==> config.mk <==
export PLATFORM = sky130hd
export DESIGN_NAME = onehot_decoder_pipe
export DESIGN_NICKNAME = d
export VERILOG_FILES = /design/src/rtl/dec_pkg.sv /design/src/rtl/onehot_dec_comb.sv /design/src/rtl/onehot_decoder_pipe.sv
export SDC_FILE = /design/constraint.sdc
export NUM_CORES = 1
export LEC_CHECK = 0
export CORE_MARGIN = 5
export CORE_UTILIZATION = 57
export DETAILED_ROUTE_END_ITERATION = 6
export DONT_BUFFER_PORTS = 1
export PLACE_DENSITY = 0.74
export SKIP_LAST_GASP = 1
export SLEW_MARGIN = 30
export SYNTH_ARGS = -nofsm -noshare
export SYNTH_HDL_FRONTEND = slang
export SYNTH_HIERARCHICAL = 1
export SYNTH_SLANG_ARGS = --single-unit
==> constraint.sdc <==
create_clock -name clk -period 3.94 [get_ports clk]
set_clock_uncertainty 0.2 [all_clocks]
set_input_delay 0.788 -clock clk [delete_from_list [all_inputs] [get_ports clk]]
set_output_delay 0.788 -clock clk [all_outputs]
set_load 0.03 [all_outputs]
==> src/rtl/dec_pkg.sv <==
// Shared constants and the result-entry layout for the one-hot decoder family.
package dec_pkg;

    localparam int DEC_IN_W  = 5;
    localparam int DEC_OUT_W = 32;
    localparam int DEC_CNT_W = 8;

    // Entry layout at the default width; parameterised users declare the same
    // layout locally at their own OUT_W.
    typedef struct packed {
        logic [DEC_OUT_W-1:0] onehot;
        logic                 err;
    } dec_entry_t;

endpackage

==> src/rtl/onehot_dec_comb.sv <==
// Combinational binary-to-one-hot map with out-of-range flag.
// DEC_ZERO_MASK_EN: code 0 never selects (hardwired zero register).
module onehot_dec_comb
    import dec_pkg::*;
#(
    parameter int IN_W  = DEC_IN_W,
    parameter int OUT_W = DEC_OUT_W
) (
    input  logic [IN_W-1:0]  code,
    input  logic             en,
    output logic [OUT_W-1:0] onehot,
    output logic             err
);

    // One extra bit so OUT_W == 2**IN_W is representable as the limit.
    localparam logic [IN_W:0] LIMIT = (IN_W+1)'(OUT_W);

    always_comb begin
        err    = ({1'b0, code} >= LIMIT);
        onehot = '0;
        for (int i = 0; i < OUT_W; i++) begin
            if (en && !err && ({1'b0, code} == (IN_W+1)'(i))) begin
                onehot[i] = 1'b1;
            end
        end
`ifdef DEC_ZERO_MASK_EN
        onehot[0] = 1'b0;
`else
`endif
    end

endmodule

==> src/rtl/onehot_decoder_pipe.sv <==
// Pipelined one-hot decoder with valid/ready, two-entry skid buffer and
// saturating out-of-range counter. DEC_ZERO_MASK_EN masks code 0 in the decoder.
module onehot_decoder_pipe
    import dec_pkg::*;
#(
    parameter int IN_W  = DEC_IN_W,
    parameter int OUT_W = DEC_OUT_W,
    parameter int CNT_W = DEC_CNT_W
) (
    input  logic             clk,
    input  logic             rst_n,
    input  logic             in_valid,
    output logic             in_ready,
    input  logic [IN_W-1:0]  in_code,
    input  logic             in_en,
    output logic             out_valid,
    input  logic             out_ready,
    output logic [OUT_W-1:0] out_onehot,
    output logic             out_err,
    output logic [CNT_W-1:0] err_cnt,
    input  logic             clr_err
);

    typedef struct packed {
        logic [OUT_W-1:0] onehot;
        logic             err;
    } entry_t;

    localparam logic [CNT_W-1:0] CNT_MAX = '1;

    logic [OUT_W-1:0] dec_onehot;
    logic             dec_err;
    entry_t           new_entry;
    entry_t           out_d, out_q;
    entry_t           skid_d, skid_q;
    logic             out_vld_d, out_vld_q;
    logic             skid_vld_d, skid_vld_q;
    logic             in_rdy_d, in_rdy_q;
    logic [CNT_W-1:0] err_cnt_d, err_cnt_q;
    logic             accept;

    onehot_dec_comb #(
        .IN_W  (IN_W),
        .OUT_W (OUT_W)
    ) u_dec (
        .code   (in_code),
        .en     (in_en),
        .onehot (dec_onehot),
        .err    (dec_err)
    );

    always_comb begin
        new_entry.onehot = dec_onehot;
        new_entry.err    = dec_err;
        accept           = in_valid && in_rdy_q;

        out_d      = out_q;
        out_vld_d  = out_vld_q;
        skid_d     = skid_q;
        skid_vld_d = skid_vld_q;

        // Drain: the skid entry (if any) refills the output register.
        if (out_vld_q && out_ready) begin
            if (skid_vld_q) begin
                out_d      = skid_q;
                skid_vld_d = 1'b0;
            end else begin
                out_vld_d  = 1'b0;
            end
        end

        // in_rdy_q low whenever skid is occupied, so accept never collides with the skid drain.
        if (accept) begin
            if (!out_vld_q || out_ready) begin
                out_d     = new_entry;
                out_vld_d = 1'b1;
            end else begin
                skid_d     = new_entry;
                skid_vld_d = 1'b1;
            end
        end

        in_rdy_d = !skid_vld_d;

        err_cnt_d = err_cnt_q;
        if (clr_err) begin
            err_cnt_d = (accept && new_entry.err) ? CNT_W'(1) : '0;
        end else if (accept && new_entry.err && (err_cnt_q != CNT_MAX)) begin
            err_cnt_d = err_cnt_q + 1'b1;
        end
    end

    always_ff @(posedge clk or negedge rst_n) begin
        if (!rst_n) begin
            out_q      <= '0;
            out_vld_q  <= 1'b0;
            skid_vld_q <= 1'b0;
            in_rdy_q   <= 1'b1;
            err_cnt_q  <= '0;
        end else begin
            out_q      <= out_d;
            out_vld_q  <= out_vld_d;
            skid_vld_q <= skid_vld_d;
            in_rdy_q   <= in_rdy_d;
            err_cnt_q  <= err_cnt_d;
        end
    end

    // Skid payload is qualified by skid_vld_q, so it needs no reset.
    always_ff @(posedge clk) begin
        skid_q <= skid_d;
    end

    assign in_ready   = in_rdy_q;
    assign out_valid  = out_vld_q;
    assign out_onehot = out_q.onehot;
    assign out_err    = out_q.err;
    assign err_cnt    = err_cnt_q;

endmodule

* Word level (Yosys, flattened, before mapping)
Index checks and enable logic that the tools add are counted.
** Word-level totals
- Register bits after elaboration :: 68
- Input bits :: 11
- Output and inout bits :: 43
- Logic and storage cells :: 120
** Cells by class
- Eq/ne operators :: 31
- Muxes and demuxes :: 43
- Bitwise logic cells :: 1
- Reduce and logical (&&, ||, !) cells :: 39
** Operators by type and width (number)
- two-way mux 33 bit :: 4
- == test 5 bit, second input constant :: 16
- == test 5 x 4 -> 1 bit, second input constant :: 8
- two-way mux 1 bit :: 39
- logical AND 1 bit :: 34
- == test 5 x 3 -> 1 bit, second input constant :: 4
- == test 5 x 2 -> 1 bit, second input constant :: 2
- == test 5 x 1 -> 1 bit, second input constant :: 1
- logical NOT 5 bit :: 1
- logical NOT 1 bit :: 2
- AND reduction 2 bit :: 1
- logical OR 1 bit :: 1
- inverter 1 bit :: 1

* Longest topological paths before layout
Gate-level depths: netlist (run 1).
- Depth after elaboration :: 5
- Mapped depth :: 6
- Gate-level depth less buffers :: 5

* Hierarchy
The synthesis (run 1) kept the hierarchy.
** Modules (own cells, without submodules)
- onehot_decoder_pipe :: times used 1, cells an instance 237, area each 3062.9 µm², sequential area each 2093.3 µm²
- onehot_dec_comb :: times used 1, cells an instance 49, area each 241.5 µm², sequential area each 0.0 µm²

* Least setup slack after synthesis (run 1)
OpenSTA, ideal clock, no wires.
- Kind :: in2reg
- From :: in in_valid
- To :: reg skid_q[0] (netlist name)
- Library setup time :: 0.471 ns
- Arrival :: 3.353 ns
- Required time :: 3.269 ns
- Slack :: -0.084 ns
- Stages on the path :: 2
- Path buffers :: 0
- Cells stage by stage :: nand2_1 -> nor3b_1
** RTL lines
- start, declared :: RTL line onehot_decoder_pipe.sv:12 : input logic in_valid,

==> results of run 1 <==
logic make-up (layout without fill, tap and decap cells):
group	after synthesis	after routing	share of synthesized area, %
and+or+nand+nor	109	109	15.7
other	1	1	0.113
buffers and inverters	18	23	2.46
xor gates and xnor gates	1	1	0.265
adders and majority gates	1	1	0.379
muxes	36	36	10.9
DFF	77	77	63.3
AOI/OAI and AO/OA	43	43	6.82
synthesized netlist by cell type, types with 2 or more instances:
cell / instances / area share [%]
sky130_fd_sc_hd__nand3_1: 2 / 0.30
sky130_fd_sc_hd__nand4b_1: 3 / 0.80
sky130_fd_sc_hd__nor2_1: 39 / 4.4
sky130_fd_sc_hd__dfrtp_1: 43 / 33
sky130_fd_sc_hd__buf_2: 8 / 1.2
sky130_fd_sc_hd__a21oi_1: 4 / 0.61
sky130_fd_sc_hd__edfxtp_1: 33 / 30
sky130_fd_sc_hd__nor3_1: 4 / 0.61
sky130_fd_sc_hd__nand2b_1: 2 / 0.38
sky130_fd_sc_hd__nand4_1: 4 / 0.76
sky130_fd_sc_hd__nand2_1: 41 / 4.7
sky130_fd_sc_hd__o21ai_0: 35 / 5.3
sky130_fd_sc_hd__nand4bb_1: 3 / 1.0
sky130_fd_sc_hd__mux2i_1: 36 / 11
sky130_fd_sc_hd__clkbuf_1: 5 / 0.57
sky130_fd_sc_hd__inv_1: 3 / 0.34
flip-flops by register name, indices dropped and copies added, names as in the netlist:
signal	count
out_err	1
out_valid	1
err_cnt	8
out_onehot	32
skid_q	33
in_ready	1
skid_vld_q	1
routing by layer:
layer,vias up,share of wire [%],GRT usage [%]
met5,-,0,0
li1,1011,-,-
met1,1017,43,24.4
met2,52,47,28.5
met4,0,1.7,7.77
met3,12,9.1,8.65
power by group through the flow:
stage	Sequential, mW	Combinational [mW]	Clock (mW)
2_1_floorplan	1.52	0.306	0
3_3_place_gp	1.58	0.360	0
3_5_place_dp	1.59	0.377	0
4_1_cts	1.57	0.390	0.537
5_1_grt	1.59	0.438	0.572
6_report	1.56	0.387	0.528
worst reg2reg max path, stage by stage, from the launching register on:
cell and delay (ps):
sky130_fd_sc_hd__dfrtp_1 670, sky130_fd_sc_hd__nand3_2 780, sky130_fd_sc_hd__buf_4 490, sky130_fd_sc_hd__mux2i_1 140, sky130_fd_sc_hd__o21ai_0 230
path summary, 6_finish.rpt:
path                            startpoint        endpoint  cells after the start
worst max-delay path             out_valid   out_onehot[3]                      4
worst min-delay path                 rst_n  out_onehot[16]                      1
max in group asynchronous            rst_n  out_onehot[31]                      1
worst max register to register   out_valid   out_onehot[3]                      4
min in group clk                   clr_err      err_cnt[5]                      1
worst min register to register  skid_q[15]  out_onehot[14]                      2
area by class of cell:
cell class	instances	share of cell area [%]
Multi-Input combinational cell	191	32.3
Tap cell	72	2.52
Clock inverter	2	0.280
Inverter	3	0.315
Sequential cell	77	58.6
Timing Repair Buffer	4	1.40
Clock buffer	14	4.56
stage by stage:
stage	cells	utilization, %	instance area, sq um
after global routing	363	64.0	3570
after CTS	363	64.0	3570
after floorplan	286	-	3310
after global placement	346	60.4	3370
final	363	64.0	3570
after detailed placement	346	60.4	3370
==> flow_summary_export.csv, run 1 <==
group,metric,value,unit
run_status,result_of_the_run,"complete, no violations",
cts,clock-sinks,77,
synthesis,synth_edf_count,33,
synthesis,synth-seq-cells,77,
critical_path,worstSetupPathType,"reg -> reg",
routing,viasPerCell,5.76,
power_and_ir_drop,switching_share,40.5,%
critical_path,critPathCaptureType,"flop",
hold_path,timing.hold.worst.class,"in -> async",
synthesis,syn_area_per_cell,11.6,sq um
die,design.die.area,7420,sq um
die,floorplan.initialDensity,59.3,%
routing,routed_wl,6700,microns
finish,seqCellArea,2090,sq um
synthesis,yosys_warnings,6,
die,placeableCoreArea,5570,sq um
cts,cts.hold.buffers_added,1,
die,dieWidth,86.1,microns
cts,root_buffer,"sky130_fd_sc_hd__clkbuf_8",
synthesis,ys_async_sr_fraction,57.1,%
timing,setup_viol,0,
routing,detail_route.drc_violations,0,
cts,cts-htree-levels,3,
synthesis,synth.net_count,298,
synthesis,synthCells,286,
timing,hold-worst-slack,71.9,ps
finish,antenna_cells_inserted,0,
critical_path,timing.critical_path.slowest_stage_cell,"sky130_fd_sc_hd__nand3_2",
global_route,global_route_wire_length_before_repair,10600,microns
routing,iteration_0_drc_count_of_the_detailed_router,138,
placement,numPortBuffers,0,
timing,worst_slew_margin_rel,43.7,%
placement,pre_cts_slack,1360,ps
critical_path,crit_chain,"nand3_2 -> buf_4 -> mux2i_1 -> o21ai_0",
timing,slew_viol_final,0,
power_and_ir_drop,seqPwrFrac,63.1,%
die,rows,27,
critical_path,worst_setup_path_start_kind,"flop",
cts,tritoncts,"built",
global_route,antenna_found_initial,0,
cts,post_cts_resize_count,0,
power_and_ir_drop,comb_power_share,15.6,%
timing,grt_setup_unrepaired,"no",
timing,final_hold_viols,0,
finish,multi_input_comb_area,1150,sq um
cts,cts.path.max_buffers,2,
die,dieHeight,86.1,microns
global_route,gr-usage-all-layers,19.2,%
finish,final_cell_mix,"sky130_fd_sc_hd__dfrtp_1 (43), sky130_fd_sc_hd__nand2_1 (41), sky130_fd_sc_hd__nor2_1 (39)",
finish,most_frequent_standard_cell_in_the_layout_excluding_fill_and_tap_cells,"sky130_fd_sc_hd__dfrtp_1",
power_and_ir_drop,vdd_ir_drop_max,0.000364,V
power_and_ir_drop,p_switching,1.00,mW
finish,area_growth,8.03,%
global_route,grt_max_degree,44,
power_and_ir_drop,power_leakage,1.55,nW
power_and_ir_drop,pwr-share-clk,21.3,%
synthesis,dominantRegCellSynth,"sky130_fd_sc_hd__dfrtp_1",
synthesis,ys_seq_area_share,63.3,%
routing,drt.antenna.violating_nets,0,
timing,max_freq,384,MHz
synthesis,area_of_the_mapped_netlist,3300,sq um
routing,vias,2092,
timing,post-route-period-util,66.1,%
timing,layout_min_cycle_time,2610,ps
critical_path,timing.reg2reg.setup_slack,1330,ps
timing,final.setup.tns,0,ps
power_and_ir_drop,post-layout-total-power,2.48,mW
placement,post-dp-hpwl,4300,microns
placement,gp_congestion,0.765,
finish,num-fill-cells,446,
critical_path,crit_path_max_fanout,24,
global_route,first_global_vias,1982,
critical_path,critical_path.top_delay_family,"simple AND/OR/NAND/NOR gates",
global_route,total_congestion_overflow_after_global_routing,0,
cts,cts_setup_buffers,0,
cts,cts_inserted_buffers,9,
critical_path,critical-path-max-stage-delay,770,ps
timing,final.setup.worst_slack,1330,ps
power_and_ir_drop,power_per_cell_area,694,nW/um^2
power_and_ir_drop,p_int,1.47,mW
timing,tightestPinTransition,843,ps
finish,layout-drive-gt1-share,8.93,%
cts,clk_transition_reported_paths,70,ps
critical_path,count_of_buffer_and_inverter_cells_on_the_critical_path,1,
critical_path,critPathArrivalTime,2650,ps
routing,routed_wire_per_std_cell,18.5,microns
flow_run,max_cap_viol_count,0,
cts,worst_skew_pair.late_latency,350,ps
routing,detail_route.first_pass.iterations,4,
finish,layout.nets,298,
die,top_level_ports,54,
critical_path,worst-endpoint-required,3980,ps
synthesis,synth.lib_cells_used.distinct,37,
(Power assumes the default switching activity.)
==> run 2: changes to the inputs <==
Clock period 3.94 ns to 2.3 ns, I/O delays scaled along.
==> run 2 against run 1 <==
- design area increased by 3.3%
- core utilization increased by 2.1 points
- critical path depth is 1 lower
- sequential share of layout area down 1.9 points
- global-route usage is 0.20 points higher
- first-iteration DRC count grew 8.0%
- total power rose by 82%
- non-clock buffer count rose by 3
- register-to-register slack lost 850 ps
- final cell count increased by 0.83%
- via count is 2.3% higher
- combinational power is 92% higher
==> flow_summary_export.csv, run 2 (synthesis results as in run 1) <==
group,metric,value,unit
run_status,result_of_the_run,"complete, no violations",
cts,clk_transition_reported_paths,70,ps
power_and_ir_drop,p_int,2.75,mW
timing,max_freq,551,MHz
routing,routed_wl,6680,microns
power_and_ir_drop,p_switching,1.75,mW
cts,cts.hold.buffers_added,3,
power_and_ir_drop,power_per_cell_area,1220,nW/um^2
finish,layout.nets,301,
hold_path,timing.hold.worst.class,"in -> reg",
global_route,global_route_wire_length_before_repair,11100,microns
critical_path,worstSetupPathType,"reg -> reg",
critical_path,crit_path_max_fanout,33,
routing,detail_route.drc_violations,0,
routing,drt.antenna.violating_nets,0,
global_route,use_met3,6.72,%
cts,tritoncts,"built",
placement,pre_cts_slack,511,ps
timing,final.setup.tns,0,ps
global_route,grtUsageMet2,29.8,%
die,dieHeight,86.1,microns
cts,post_cts_resize_count,0,
routing,vias,2140,
timing,final.setup.worst_slack,484,ps
timing,final_hold_viols,0,
critical_path,worst-endpoint-required,2140,ps
die,design.die.area,7420,sq um
power_and_ir_drop,post-layout-total-power,4.51,mW
critical_path,critPathCaptureType,"flop",
cts,cts_inserted_buffers,9,
critical_path,critical-path-max-stage-delay,680,ps
timing,layout_min_cycle_time,1820,ps
routing,viasPerCell,5.85,
placement,numPortBuffers,0,
cts,root_buffer,"sky130_fd_sc_hd__clkbuf_8",
routing,iteration_0_drc_count_of_the_detailed_router,149,
die,rows,27,
global_route,grt_use_met1,25.9,%
critical_path,timing.critical_path.slowest_stage_cell,"sky130_fd_sc_hd__dfstp_2",
cts,cts_setup_buffers,0,
global_route,gr-usage-all-layers,19.4,%
die,dieWidth,86.1,microns
cts,cts.path.max_buffers,2,
finish,area_growth,11.6,%
global_route,total_congestion_overflow_after_global_routing,0,
power_and_ir_drop,switching_share,38.9,%
timing,post-route-period-util,78.9,%
cts,clock-sinks,77,
die,placeableCoreArea,5570,sq um
die,floorplan.initialDensity,59.3,%
global_route,first_global_vias,2234,
routing,routed_wire_per_std_cell,18.3,microns
die,top_level_ports,54,
finish,antenna_cells_inserted,0,
critical_path,critPathArrivalTime,1650,ps
power_and_ir_drop,seqPwrFrac,58.5,%
timing,slew_viol_final,0,
routing,detail_route.first_pass.iterations,4,
critical_path,worst_setup_path_start_kind,"flop",
timing,setup_viol,0,
placement,dpl-instance-area,3420,sq um
power_and_ir_drop,pwr-share-clk,25.0,%
critical_path,crit_chain,"nand2_2 -> nor3b_4 -> buf_12",
cts,worst_skew_pair.late_latency,340,ps
finish,layout-drive-gt1-share,10.5,%
finish,max_flop_register,"skid_q",
finish,most_frequent_standard_cell_in_the_layout_excluding_fill_and_tap_cells,"sky130_fd_sc_hd__dfrtp_1",
timing,grt_setup_unrepaired,"no",
finish,largest_register_ff_count,33,
power_and_ir_drop,power_leakage,1.59,nW
placement,post-dp-hpwl,4260,microns
power_and_ir_drop,comb_power_share,16.5,%
finish,final_cell_mix,"sky130_fd_sc_hd__dfrtp_1 (43), sky130_fd_sc_hd__nand2_1 (40), sky130_fd_sc_hd__nor2_1 (39)",
cts,cts-htree-levels,3,
global_route,grt_max_degree,67,
finish,post-route-cell-area,3690,sq um
global_route,antenna_found_initial,0,
placement,gp_congestion,0.823,
global_route,busiest_layer,"met2",
flow_run,max_cap_viol_count,0,
power_and_ir_drop,vdd_ir_drop_max,0.000735,V
timing,hold-worst-slack,34.0,ps
run 2: critical path: cells and delay by family (launching register included):
kind                   cells  cell delay, ps
DFF                        1             680
buffers and inverters      1             240
and+or+nand+nor            2             390
run 2: cell type report:
class,count,area [sq um]
repair buffers,7,115
clock inverters,6,86.3
flip-flops and latches,77,2090
fillers,434,1890
clock buffers,10,138
well taps,72,90.1
inverters,3,11.3
multi-input cells,191,1150
run 2: path summary, 6_finish.rpt:
check	start	to	slack, ps	cells past startpoint
hold / removal	out_ready	skid_vld_q	30	1
setup / recovery	in_ready	skid_q[20]	480	3
max in group asynchronous	rst_n	in_ready	1220	2
setup reg to reg	in_ready	skid_q[20]	480	3
hold reg to reg	skid_q[12]	out_onehot[11]	340	2
min in group asynchronous	rst_n	out_onehot[30]	430	2
run 2: power by group through the flow:
stage / registers, mW / clock network (mW) / logic [mW]
floorplan: 2.61 / 0 / 0.531
global placement: 2.67 / 0 / 0.686
detailed placement: 2.68 / 0 / 0.718
CTS: 2.65 / 1.15 / 0.748
global route: 2.69 / 1.22 / 0.836
finish: 2.64 / 1.12 / 0.743
run 2: metrics by stage:
step	cells	utilization (%)
after floorplan	286	-
after global placement	347	61.3
after detailed placement	347	61.3
after CTS	366	66.2
after global routing	366	66.2
final	366	66.2
run 2: metal layers:
layer	routed length [microns]	share of wire [%]	up-vias
met3	495	7.4	4
met2	3220	48	65
li1	-	-	1025
met4	26	0.39	0
met5	0	0	-
met1	2940	44	1046
==> run 3: changes to the inputs <==
Settings changed: CORE_UTILIZATION 57 to 63, PLACE_DENSITY 0.74 to 0.78.
Clock period 2.3 ns to 1.78 ns, I/O delays scaled along.
==> run 3 against run 2 <==
- critical path depth rose by 1
- first-iteration DRC count is 32% lower
- wire length fell by 3.6%
- non-clock buffer count is 3 higher
- largest power group unchanged
- critical endpoint is now skid_q[8]
- global-route usage is 2.5 points higher
- clock power fell by 4%
- total power increased by 21%
- largest cell class unchanged
==> flow_summary_export.csv, run 3 (synthesis results as in run 1) <==
group,metric,value,unit
timing,final.setup.tns,0,ps
die,floorplan.initialDensity,64.7,%
placement,gp_congestion,0.815,
die,placeableCoreArea,5110,sq um
global_route,global_route_wire_length_before_repair,11000,microns
routing,route.layer.met1.wl,2760,microns
timing,layout_min_cycle_time,1700,ps
critical_path,crit_path_max_fanout,33,
routing,detail_route.drc_violations,0,
placement,numPortBuffers,0,
finish,antenna_cells_inserted,0,
cts,cts.path.max_buffers,2,
cts,cts_setup_buffers,0,
routing,iteration_0_drc_count_of_the_detailed_router,102,
power_and_ir_drop,power_leakage,1.57,nW
finish,area_growth,10.2,%
routing,detail_route.first_pass.iterations,4,
finish,max_flop_register,"skid_q",
placement,post-dp-hpwl,4080,microns
die,dieWidth,82.4,microns
timing,post-route-period-util,95.5,%
routing,met2WireLength,2950,microns
critical_path,setup.worst_path.end,"skid_q[8]",
critical_path,worstSetupPathType,"in -> reg",
global_route,antenna_found_initial,0,
hold_path,holdPathStages,2,
finish,final_util,71.3,%
global_route,grt_max_degree,67,
finish,largest_register_ff_count,33,
routing,routed_wl,6440,microns
routing,top_layer_used,"met4",
global_route,first_global_vias,2237,
die,design.die.area,6790,sq um
cts,root_buffer,"sky130_fd_sc_hd__clkbuf_8",
die,top_level_ports,54,
cts,clk_transition_reported_paths,70,ps
hold_path,timing.hold.worst.class,"in -> reg",
cts,worst_skew_pair.late_latency,330,ps
die,dieHeight,82.4,microns
critical_path,worst_setup_path_start_kind,"input pin",
timing,final_hold_viols,0,
finish,num-fill-cells,377,
routing,viasPerCell,5.80,
power_and_ir_drop,power_per_cell_area,1500,nW/um^2
critical_path,regToRegStartpoint,"in_ready",
routing,vias,2128,
placement,dp.cells,346,
critical_path,worst-endpoint-required,1610,ps
cts,tritoncts,"built",
power_and_ir_drop,post-layout-total-power,5.45,mW
cts,clock-sinks,77,
flow_run,max_cap_viol_count,0,
global_route,total_congestion_overflow_after_global_routing,0,
critical_path,critical_path.reg2reg.endpoint,"skid_q[8]",
timing,grt_setup_unrepaired,"no",
run_status,result_of_the_run,"complete, no violations",
finish,layout-drive-gt1-share,8.75,%
critical_path,worst_r2r_path_depth,3,
routing,drt.antenna.violating_nets,0,
global_route,gr-usage-all-layers,21.9,%
finish,final_cell_mix,"sky130_fd_sc_hd__dfrtp_1 (43), sky130_fd_sc_hd__nand2_1 (40), sky130_fd_sc_hd__nor2_1 (39)",
routing,routed_wire_per_std_cell,17.6,microns
routing,wl_met3,612,microns
critical_path,critPathCaptureType,"flop",
timing,slew_viol_final,0,
timing,setup_viol,0,
finish,stdcell_count,367,
critical_path,crit_start,"in_valid",
critical_path,critPathArrivalTime,1530,ps
finish,most_frequent_standard_cell_in_the_layout_excluding_fill_and_tap_cells,"sky130_fd_sc_hd__dfrtp_1",
die,rows,26,
power_and_ir_drop,vdd_ir_drop_max,0.00106,V
critical_path,timing.reg2reg.setup_slack,170,ps
cts,cts_inserted_buffers,9,
finish,layout.nets,304,
cts,cts-htree-levels,3,
timing,max_freq,588,MHz
[run 3: critical path, stage by stage]
cell and delay, ps:
sky130_fd_sc_hd__dlygate4sd3_1 580, sky130_fd_sc_hd__nand2_2 110, sky130_fd_sc_hd__nor3b_4 220, sky130_fd_sc_hd__buf_12 240
[run 3: routing by layer]
layer	vias up	global-route usage [%]
met5	-	0
met4	0	11.0
met3	10	5.97
met2	83	34.1
met1	1015	28.2
li1	1020	-
[run 3: through the flow]
step | worst slack [ps] | hold slack [ps] | instance area, sq um
after CTS | 118 | 86.3 | 3640
after global placement | 200 | -139 | 3420
after global routing | 58.2 | 128 | 3640
after floorplan | -496 | -140 | 3320
final | 79.6 | 87.0 | 3640
after detailed placement | 182 | -138 | 3420
[run 3: cell type report]
| cell class | instances | area (sq um) | area share (%) |
|---|---|---|---|
| sequential | 77 | 2090 | 57.5 |
| timing repair buffer | 10 | 143 | 3.92 |
| clock inverter | 4 | 16.3 | 0.447 |
| tap | 70 | 87.6 | 2.41 |
| clock buffer | 12 | 135 | 3.71 |
| multi-input combinational | 191 | 1150 | 31.7 |
| inverter | 3 | 11.3 | 0.309 |
[run 3: repair_timing]
action                                 in CTS  in global routing
endpoints found under the hold margin      54                  0
gates resized for setup                     0                  0
hold buffers                                5                  0
[run 3: how the worst min path moves through the flow]
stage                         start         end  slack, ps
after global placement        rst_n  err_cnt[6]       -140
after global routing      out_ready   out_valid        130
after detailed placement      rst_n  err_cnt[4]       -140
final                       clr_err  err_cnt[0]         90
after floorplan               rst_n  err_cnt[0]       -140
after CTS                 out_ready   out_valid         90
[run 3: report_power, final]
part | internal (mW) | leakage (nW) | switching (mW)
logic | 0.417 | 0.607 | 0.574
clock network | 0.492 | 0.0769 | 0.573
registers | 2.33 | 0.889 | 1.06
